### src/rtl/sipo_frame_receiver.sv
// Serial-in/parallel-out frame receiver: gathers WIDTH serial bits (LSB- or MSB-first)
// and offers the finished word on a one-entry valid/ready output buffer.
module sipo_frame_receiver #(
  parameter int WIDTH = 4
) (
  input  logic             i_clk,
  input  logic             i_rst,
  input  logic             i_sd,
  input  logic             i_sv,
  input  logic             i_start,
  input  logic             i_dir,
  output logic [WIDTH-1:0] o_p,
  output logic             o_valid,
  input  logic             i_ready,
  output logic             o_busy,
  output logic             o_overrun,
  output logic             o_abort
);

  localparam int CW = $clog2(WIDTH + 1);

  // Output handshake: a word moves to the consumer on a rising edge where
  // o_valid & i_ready are both 1; o_p is held stable while o_valid & ~i_ready,
  // and i_ready has no effect while o_valid is 0.

  typedef enum logic {
    IDLE  = 1'b0,
    SHIFT = 1'b1
  } state_t;

  state_t           state_q, state_d;
  logic [WIDTH-1:0] sr_q, sr_d;
  logic [CW-1:0]    cnt_q, cnt_d;
  logic             dir_q, dir_d;
  logic [WIDTH-1:0] p_d;
  logic             valid_d;
  logic             overrun_d;
  logic             abort_d;
  logic             complete;

  // dir=0 enters at the MSB and moves right; dir=1 enters at bit0 and moves left.
  function automatic logic [WIDTH-1:0] shift_in(input logic [WIDTH-1:0] base,
                                                 input logic             bit_in,
                                                 input logic             dir);
    return dir ? {base[WIDTH-2:0], bit_in} : {bit_in, base[WIDTH-1:1]};
  endfunction

  always_ff @(posedge i_clk or negedge i_rst) begin
    if (!i_rst) begin
      state_q   <= IDLE;
      sr_q      <= '0;
      cnt_q     <= '0;
      dir_q     <= 1'b0;
      o_p       <= '0;
      o_valid   <= 1'b0;
      o_overrun <= 1'b0;
      o_abort   <= 1'b0;
    end else begin
      state_q   <= state_d;
      sr_q      <= sr_d;
      cnt_q     <= cnt_d;
      dir_q     <= dir_d;
      o_p       <= p_d;
      o_valid   <= valid_d;
      o_overrun <= overrun_d;
      o_abort   <= abort_d;
    end
  end

  always_comb begin
    state_d   = state_q;
    sr_d      = sr_q;
    cnt_d     = cnt_q;
    dir_d     = dir_q;
    p_d       = o_p;
    valid_d   = o_valid & ~i_ready;
    overrun_d = 1'b0;
    abort_d   = 1'b0;
    complete  = 1'b0;

    case (state_q)
      IDLE: begin
        if (i_sv && i_start) begin
          dir_d   = i_dir;
          sr_d    = shift_in('0, i_sd, i_dir);
          cnt_d   = CW'(1);
          state_d = SHIFT;
        end
      end
      SHIFT: begin
        if (i_sv) begin
          if (i_start) begin
            // A new start always wins, even on what would have been the last bit.
            abort_d = 1'b1;
            dir_d   = i_dir;
            sr_d    = shift_in('0, i_sd, i_dir);
            cnt_d   = CW'(1);
          end else begin
            sr_d = shift_in(sr_q, i_sd, dir_q);
            if (cnt_q == CW'(WIDTH - 1)) begin
              complete = 1'b1;
              cnt_d    = '0;
              state_d  = IDLE;
            end else begin
              cnt_d = cnt_q + CW'(1);
            end
          end
        end
      end
      default: state_d = IDLE;
    endcase

    // A finished word either refills the buffer (empty, or draining this edge) or is dropped.
    if (complete) begin
      if (o_valid && !i_ready) begin
        overrun_d = 1'b1;
      end else begin
        p_d     = sr_d;
        valid_d = 1'b1;
      end
    end
  end

  assign o_busy = (state_q == SHIFT);

endmodule

### config.mk
export PLATFORM = sky130hd
export DESIGN_NAME = sipo_frame_receiver
export DESIGN_NICKNAME = d
export VERILOG_FILES = /design/src/rtl/sipo_frame_receiver.sv
export SDC_FILE = /design/constraint.sdc
export NUM_CORES = 1
export LEC_CHECK = 0
export CAP_MARGIN = 20
export CORE_UTILIZATION = 45
export CTS_CLUSTER_SIZE = 14
export DETAILED_ROUTE_END_ITERATION = 10
export HOLD_SLACK_MARGIN = 0.08
export PLACE_DENSITY = 0.71
export SYNTH_ARGS = -nofsm -noshare
export SYNTH_HDL_FRONTEND = slang
export SYNTH_SLANG_ARGS = --single-unit
### constraint.sdc
create_clock -name i_clk -period 1.89 [get_ports i_clk]
set_input_delay 0.2835 -clock i_clk [delete_from_list [all_inputs] [get_ports i_clk]]
set_output_delay 0.2835 -clock i_clk [all_outputs]
set_load 0.005 [all_outputs]
Word-level counts from Yosys, hierarchy flattened
Cells that the tools add are included.

Register bits: 16. Input bits: 7. Output and inout port bits: 8. Logic and storage cells: 54.

$add $sub $neg: 1. Eq/ne operators: 4. Muxes and demuxes: 31. Bitwise operators: 4. Reductions and logical operators: 6.

Operators by type and width (number): $mux W4 (5); $mux W1 (18); $mux W3 (4); $pmux W4 S2 (1); $ne A2 B2 Y1 const B (3); $pmux W3 S2 (1); $pmux W1 S2 (2); $reduce_and A2 Y1 (2); $add A3 B1 Y3 const B (1); $eq A3 B2 Y1 const B (1); $not A1 Y1 (3); $reduce_and A3 Y1 (1); $logic_and A1 B1 Y1 (2); $and A1 B1 Y1 (1); $logic_not A1 Y1 (1).

Longest topological paths before layout
Gate-level depths: netlist (run 1).

Depth in word-level cells: 6. Mapped depth: 4. Gate-level depth less buffers: 4.

Worst setup path before layout (run 1)
OpenSTA, ideal clock, no wires.

Kind: register to register. Start point: register state_q (netlist: o_busy). End point: register o_p[0]. Library setup time: 125 ps. Arrival time: 1261 ps. Required time: 1765 ps. Setup slack: 505 ps. Cell stages (with the launch flop): 5. Path buffers: 1. Clock period less this slack: 1385 ps. Cell sequence: dfrtp_1 -> clkbuf_2 -> nand3b_4 -> nor3b_4 -> mux2_2.

Cells in the longest elaborated chain, start to end: 2. Elaborated cells between the ends (all ways): 4. Classes of those cells: mux (2); bitwise (1); reduce/logical (1).

RTL lines: start, declared (line 31) `state_t state_q, state_d;`; start signal, assigned (line 59) `state_q <= state_d;`; $not A1 Y1 / $mux W1 (equally long branches); $pmux W4 S2 / $reduce_and A2 Y1 (equally long branches); end signal, assigned (line 63) `o_p <= p_d;`; end, declared (line 12) `output logic [WIDTH-1:0] o_p,`.

Parallel ways exist; a longest one is shown, timed or not. A chain may end at the register's enable or synchronous reset.

Worst setup path in the final report (run 1)
Start point: register state_q (netlist: o_busy). End point: output o_busy.

RTL lines: end, declared (line 15) `output logic o_busy,`.

No word-level cell between the ends.

==> impl_results.md, run 1 <==
* Worst slew margin at 69.2%
* Pwr/cell area at 1030 nW/um^2
* TritonCTS clock tree: built
* Wire per inst at 14.2 um
* CTS H-tree lvls at 1
* Layout cells sized above 1 at 22.1%
* Arrival @ worst endpoint at 1.39 ns
* Mapped Nets at 68
* Drt drc at 0
* Hold WS at 0.313 ns
* DPL Wire Length at 993 um
* Chip height at 43.0 um
* Leak at 0.430 nW
* Worst setup SP type: flop
* ANT cells at 0
* Synth Register Bits at 16
* Final Cell Area at 938 um^2
* Max Root-Sink Buffers at 2
* Post-CTS sizing at 0
* Post-Syn Area at 757 um^2
* Crit path kind: reg2out
* Final setup fails at 0
* Slowest cell on crit path: clkdlybuf4s50_1
* Setup_tns at 0 ns
* GRT overflow at 0
* CP cell instances: clkdlybuf4s50_1
* Largest stage delay, worst path at 0.57 ns
* Final total power at 0.000970 W
* Slew @ Worst Pin at 0.457 ns
* CP bufs+invs at 1
* Top Family by Delay on Critical Path: buffers and inverters
* Crit share post-route at 88.6%
* Routed Antenna Nets at 0
* Global-route wire length before repair at 2350 um
* Post-CTS Setup Inserts at 0
* Total wire length at 1320 um
* Final #Nets at 87
* Clock root cell: clkbuf_4
* Final min period at 1.68 ns
* Detailed Route Iter0 Violations at 10
* Class of the worst hold path: in2async
* Die Span X at 43.0 um
* Status: completed
* Initial antenna violation count at 0
* Total GRT Usage at 17.8%
* Yosys warnings at 0
* Die area at 1850 um^2
* Final Max Slew Viols at 0
* CTS clk-pin slew, worst paths at 0.09 ns
* Post-synthesis sequential area ratio at 52.9%
* Unrepaired setup endpoints after global routing: false
* R2R cell count at 4
* Filler Cells Inserted at 136
* Syn avg cell area at 12.6 um^2
* CP Depth at 1
* Largest net degree at the start of global routing at 17
* # hold bufs at CTS at 0
* Vias per cell at 5.58
* GP Congestion at 0.814
* Starting Density at 49.1%
* Cell count after synthesis at 60
* Fin cells at 93
* Max Cap Viol at 0
* I/O Buffers at 14
* CORE AREA at 1540 um^2
* Drt pass-1 iters at 4
* Final Hold Viols at 0
* I/O pins at 15
* TritonCTS Buffers at 3
* Required time of the critical path at 1.61 ns
* Area grow syn2layout at 24.0%
* Sequential cell area at 400 um^2
* Sink Count at 16
* Setup Skew at 0.00404 ns
* Max rail drop VDD at 731 uV
* Worst skew pair latency at 0.28 ns
* Routed vias at 519
* FP Rows at 14
* Fmax at 597 MHz
* Crit-path max FO at 10
* Vias in the first global route at 523
* Crit end category: output pin
* Synth cell types at 26
* Dpl cell area at 916 um^2
* Placed cells at 90
* Multi-input logic area at 314 um^2
placed cells by master (no fill, tap or decap), types with 3 or more instances in the layout:
cell             count
o21ai_0              4
inv_1                3
buf_4                4
mux2i_1              4
o2bb2ai_1            4
mux2_2               5
clkbuf_4             3
nand2_1              4
clkdlybuf4s50_1     14
dfrtp_1             16
where the power goes:
part,switching (W),internal [W]
sequential,0.0000690,0.000417
clock,0.0000988,0.0000739
combinational,0.000120,0.000191
state kept, by name, indices dropped and copies added, names as in the netlist:
| signal | count |
|---|---|
| o_abort | 1 |
| o_overrun | 1 |
| cnt_q | 3 |
| o_busy | 1 |
| o_valid | 1 |
| o_p | 4 |
| sr_q | 4 |
| dir_q | 1 |
area by class of cell:
class / instances / area share [%]
well taps: 16 / 2.13
multi-input cells: 37 / 33.5
repair buffers: 18 / 18.1
clock buffers: 3 / 2.40
inverters: 3 / 1.20
flip-flops and latches: 16 / 42.7
worst paths after layout:
| check | from | to | slack (ns) |
|---|---|---|---|
| worst max register to register | cnt_q[0] | o_p[2] | 0.42 |
| worst min register to register | cnt_q[2] | cnt_q[2] | 0.50 |
| worst max-delay path | o_busy | o_busy | 0.21 |
| worst min-delay path | i_rst | o_busy | 0.31 |
| max in group asynchronous | i_rst | o_p[2] | 1.40 |
| min in group i_clk | cnt_q[2] | cnt_q[2] | 0.50 |
cell usage after synthesis (all sizes together):
cell type,count,share of area [%]
clkbuf,2,1.2
a21oi,1,0.66
a41o,1,1.5
mux2,5,7.4
nor3b,1,2.5
nand3b,1,2.6
nand3,1,0.66
a31oi,1,0.83
o21bai,1,0.99
nand2b,2,2.6
nor3,1,0.66
mux2i,4,5.3
nand2,4,2.0
dfrtp,16,53
ha,1,1.7
o21ai,4,2.6
and3,2,1.8
o2bb2ai,4,4.6
inv,3,1.5
buf,2,3.0
o22ai,1,0.83
a2bb2oi,1,1.2
o21a,1,0.99
cells by family (layout without fill, tap and decap cells):
| kind of cell | Yosys count | in the layout | share of synthesized area [%] |
|---|---|---|---|
| fa+ha+maj | 1 | 1 | 1.65 |
| simple gates | 12 | 12 | 12.9 |
| compound gates | 15 | 15 | 14.2 |
| buf+inv | 7 | 24 | 5.62 |
| mux | 9 | 9 | 12.7 |
| flops | 16 | 16 | 52.9 |
layer usage:
metal	vias up	wire length [um]	GRT usage (%)
met5	-	0	0
met4	0	14	10.9
met3	2	52	2.55
met2	16	595	26.1
met1	251	658	24.9
li1	250	-	-
per-stage QoR:
step                      worst slack (ns)  util [%]
after global routing                 0.157      60.9
after CTS                            0.208      60.9
final                                0.215      60.9
after detailed placement             0.117      59.4
after floorplan                      0.505         -
after global placement               0.137      59.4
No activity file was read; power rests on OpenSTA's default activity.
==> run 2: changes to the inputs <==
- clock period: 1.89 -> 2.1 ns (I/O delays scaled with it)
==> run 2 against run 1 <==
- largest power group unchanged
- wire length is 4.4% higher
- sequential cell count stayed put
- die area stayed put
- register-to-register slack better by 0.14 ns
- non-clock buffer count is 2 lower
- final area is 0.13% lower
- critical endpoint unchanged
- first-iteration DRC count is 30% lower
- sequential share of layout area is 0.057 points higher
- clock power is 20% higher
- count of clock-buffer cells in the layout is 1 higher
- via count is 0.58% lower
- combinational power is 12% lower
==> impl_results.md, run 2 (synthesis results as in run 1) <==
* I/O Buffers at 14
* DPL Wire Length at 995 um
* Initial antenna violation count at 0
* Layout cells sized above 1 at 21.1%
* Setup_tns at 0 ns
* Pre-CTS WS at 0.295 ns
* Unrepaired setup endpoints after global routing: false
* GRT overflow at 0
* FF-to-FF End: o_p[1]
* Drt drc at 0
* Slew @ Worst Pin at 0.703 ns
* Clock root cell: clkbuf_4
* Filler Cells Inserted at 139
* CP cell instances: clkdlybuf4s50_1
* Drt pass-1 iters at 4
* Class of the worst hold path: in2async
* Arrival @ worst endpoint at 1.43 ns
* GP Congestion at 0.762
* Crit end category: output pin
* Worst skew pair latency at 0.29 ns
* Final Max Slew Viols at 0
* Vias per cell at 5.61
* Hold WS at 0.431 ns
* TritonCTS Buffers at 3
* FF-to-FF setup slack at 0.56 ns
* R2R Path Start: o_busy
* R2R cell count at 3
* Dpl cell area at 901 um^2
* Most frequent cells in the layout: dfrtp_1, clkdlybuf4s50_1, mux2_2
* Final Cell Area at 937 um^2
* Area grow syn2layout at 23.8%
* Largest regs: o_p (4), sr_q (4), cnt_q (3)
* Sink Count at 16
* Starting Density at 49.1%
* Required time of the critical path at 1.78 ns
* Worst setup SP type: flop
* Worst slew margin at 53.0%
* Vias in the first global route at 543
* Final worst slack at 0.359 ns
* Status: completed
* Detailed Route Iter0 Violations at 7
* Crit-path max FO at 10
* Sequential cell area at 400 um^2
* Routed vias at 516
* Die area at 1850 um^2
* Global-route wire length before repair at 2530 um
* Routed Antenna Nets at 0
* Crit path kind: reg2out
* Multi-input logic area at 314 um^2
* CTS H-tree lvls at 1
* Fmax at 574 MHz
* CP Depth at 1
* Max rail drop VDD at 568 uV
* Final #Nets at 85
* Wire per inst at 15.0 um
* CTS clk-pin slew, worst paths at 0.10 ns
* Pwr/cell area at 980 nW/um^2
* Final Hold Viols at 0
* Crit path to: o_busy
* Die Span X at 43.0 um
* CORE AREA at 1540 um^2
* ANT cells at 0
* Total wire length at 1380 um
* Leak at 0.428 nW
* I/O pins at 15
* Final min period at 1.74 ns
* TritonCTS clock tree: built
* Chip height at 43.0 um
* Commonest non-fill, non-tap cell in the layout: dfrtp_1
* Final setup fails at 0
* Max Cap Viol at 0
* Final total power at 0.000918 W
* Crit share post-route at 82.9%
* FP Rows at 14
* CP bufs+invs at 1
* Crit path from: o_busy
* Post-CTS Setup Inserts at 0
* Total GRT Usage at 19.1%
* Top Family by Delay on Critical Path: buffers and inverters
* Slowest cell on crit path: clkdlybuf4s50_1
* Post-CTS sizing at 0
* # hold bufs at CTS at 0
* Largest stage delay, worst path at 0.57 ns
* Setup Skew at 0.00833 ns
* Max Root-Sink Buffers at 2
* Largest net degree at the start of global routing at 17
[run 2: metal layers]
metal / wire [um] / GRT usage (%)
met1: 638 / 25.9
met2: 643 / 27.9
met3: 66 / 2.55
met4: 31 / 13.9
met5: 0 / 0
[run 2: how the worst min path moves through the flow]
stage | start | to | slack [ns] | depth (start not counted)
2_1_floorplan | i_rst | cnt_q[0] | 0.02 | 0
3_3_place_gp | cnt_q[2] | cnt_q[2] | 0.48 | 1
3_5_place_dp | cnt_q[2] | cnt_q[2] | 0.49 | 1
4_1_cts | i_rst | cnt_q[1] | 0.46 | 1
5_1_grt | i_rst | cnt_q[1] | 0.51 | 1
6_report | i_rst | cnt_q[1] | 0.43 | 1
[run 2: per-stage QoR]
stage	util (%)	cells
final	60.8	92
after detailed placement	58.4	88
after floorplan	-	60
after global placement	58.4	88
after CTS	60.8	92
after global routing	60.8	92
[run 2: final cells by class]
class                   count  share of cell area (%)
clock buffers               4                    3.87
inverters                   3                    1.20
multi-input cells          37                    33.5
flip-flops and latches     16                    42.7
well taps                  16                    2.14
repair buffers             16                    16.6
[run 2: worst reg2reg max path: stages, from the launching register on]
cell and delay [ns]:
dfrtp_1 0.56, nand3b_4 0.19, nor3b_4 0.31, mux2_2 0.37
[run 2: report_power, final]
group | leakage [nW] | internal [W] | switching [W]
sequential | 0.209 | 0.000375 | 0.0000615
clock | 0.0210 | 0.000106 | 0.000102
combinational | 0.198 | 0.000167 | 0.000107
total | 0.428 | 0.000648 | 0.000270
==> run 3: changes to the inputs <==
- clock period: 2.1 -> 1.82 ns (I/O delays scaled with it)
==> run 3 against run 2 <==
- non-clock buffer count increased by 3
- via count increased by 3.7%
- utilization increased by 1.5 points
- register-to-register slack got worse by 0.22 ns
- highest routed layer unchanged
- wire length decreased by 3.3%
- combinational power increased by 18%
- worst hold slack got worse by 0.14 ns
- clock power increased by 12%
- critical path depth unchanged
- count of clock-buffer cells in the layout unchanged
- first-iteration DRC count increased to 2.7 times the previous value
- critical endpoint unchanged
==> impl_results.md, run 3 (synthesis results as in run 1) <==
* FF-to-FF End: o_p[2]
* Wire per inst at 14.0 um
* Crit share post-route at 92.0%
* Commonest non-fill, non-tap cell in the layout: dfrtp_1
* CTS clk-pin slew, worst paths at 0.09 ns
* CTS H-tree lvls at 1
* GP Congestion at 0.831
* Drt drc at 0
* Post-CTS sizing at 0
* Layout cells sized above 1 at 24.1%
* Chip height at 43.0 um
* # hold bufs at CTS at 0
* Routed vias at 535
* I/O Buffers at 14
* Area grow syn2layout at 26.8%
* Fin cells at 95
* Final min period at 1.68 ns
* CORE AREA at 1540 um^2
* Arrival @ worst endpoint at 1.40 ns
* Hold WS at 0.295 ns
* GRT overflow at 0
* Fmax at 597 MHz
* Vias in the first global route at 575
* Initial antenna violation count at 0
* Pre-CTS WS at 0.0236 ns
* Leak at 0.442 nW
* Final setup fails at 0
* Status: completed
* Slew @ Worst Pin at 0.440 ns
* Max Root-Sink Buffers at 2
* Largest regs: o_p (4), sr_q (4), cnt_q (3)
* CP cell instances: clkdlybuf4s50_1
* Crit end category: output pin
* Global-route wire length before repair at 2500 um
* Clock root cell: clkbuf_4
* Required time of the critical path at 1.55 ns
* Starting Density at 49.1%
* Final Cell Area at 960 um^2
* Detailed Route Iter0 Violations at 19
* R2R Path Start: cnt_q[0]
* Setup_tns at 0 ns
* Final worst slack at 0.145 ns
* Sink Count at 16
* Final #Nets at 88
* Pwr/cell area at 1100 nW/um^2
* Worst setup SP type: flop
* Worst slew margin at 70.4%
* Setup Skew at 0.00315 ns
* TritonCTS clock tree: built
* Max Cap Viol at 0
* Routed Antenna Nets at 0
* Largest net degree at the start of global routing at 17
* Max rail drop VDD at 630 uV
* Largest stage delay, worst path at 0.57 ns
* Dpl cell area at 923 um^2
* Die area at 1850 um^2
* Final Max Slew Viols at 0
* TritonCTS Buffers at 3
* FP Rows at 14
* Final Hold Viols at 0
* I/O pins at 15
* Placed cells at 91
* Total GRT Usage at 18.7%
* Crit-path max FO at 10
* Post-CTS Setup Inserts at 0
* Class of the worst hold path: in2async
* Die Span X at 43.0 um
* Top Family by Delay on Critical Path: buffers and inverters
* Worst skew pair latency at 0.28 ns
* Slowest cell on crit path: clkdlybuf4s50_1
* Most frequent cells in the layout: dfrtp_1, clkdlybuf4s50_1, mux2_2, buf_4
* Vias per cell at 5.63
* ANT cells at 0
* Crit path kind: reg2out
* R2R cell count at 4
* Drt pass-1 iters at 4
* DPL Wire Length at 1020 um
* FF-to-FF setup slack at 0.34 ns
* Total wire length at 1330 um
* CP bufs+invs at 1
* Unrepaired setup endpoints after global routing: false
## run 3: worst max-delay path by stage
stage / start / to / slack (ns) / cells after the start
after floorplan: o_busy / o_p[0] / 0.43 / 4
after global placement: i_start / o_p[0] / 0.08 / 4
after detailed placement: i_start / o_p[2] / 0.02 / 4
after CTS: o_busy / o_busy / 0.14 / 1
after global routing: o_busy / o_busy / 0.10 / 1
final: o_busy / o_busy / 0.14 / 1
## run 3: per-layer routing
layer	part of all wire, %	track usage, %	vias up
li1	-	-	254
met1	47	23.4	260
met2	45	29.4	17
met3	4.6	2.98	4
met4	3.1	12.7	0
met5	0	0	-
## run 3: final cells by class
cell class              count  area (um^2)
multi-input cells          37          314
well taps                  16         20.0
clock buffers               4         36.3
repair buffers             19          178
flip-flops and latches     16          400
fillers                   131          582
inverters                   3         11.3
## run 3: per-stage QoR
| stage | total power (W) | util, % |
|---|---|---|
| floorplan | 0.000687 | - |
| global placement | 0.000823 | 59.9 |
| detailed placement | 0.000836 | 59.9 |
| CTS | 0.00107 | 62.3 |
| global route | 0.00113 | 62.3 |
| finish | 0.00106 | 62.3 |
## run 3: where the power goes
part / total, W / internal, W / switching, W
Combinational: 0.000323 / 0.000199 / 0.000124
Sequential: 0.000504 / 0.000433 / 0.0000705
Clock: 0.000232 / 0.000122 / 0.000110
Total: 0.00106 / 0.000754 / 0.000305
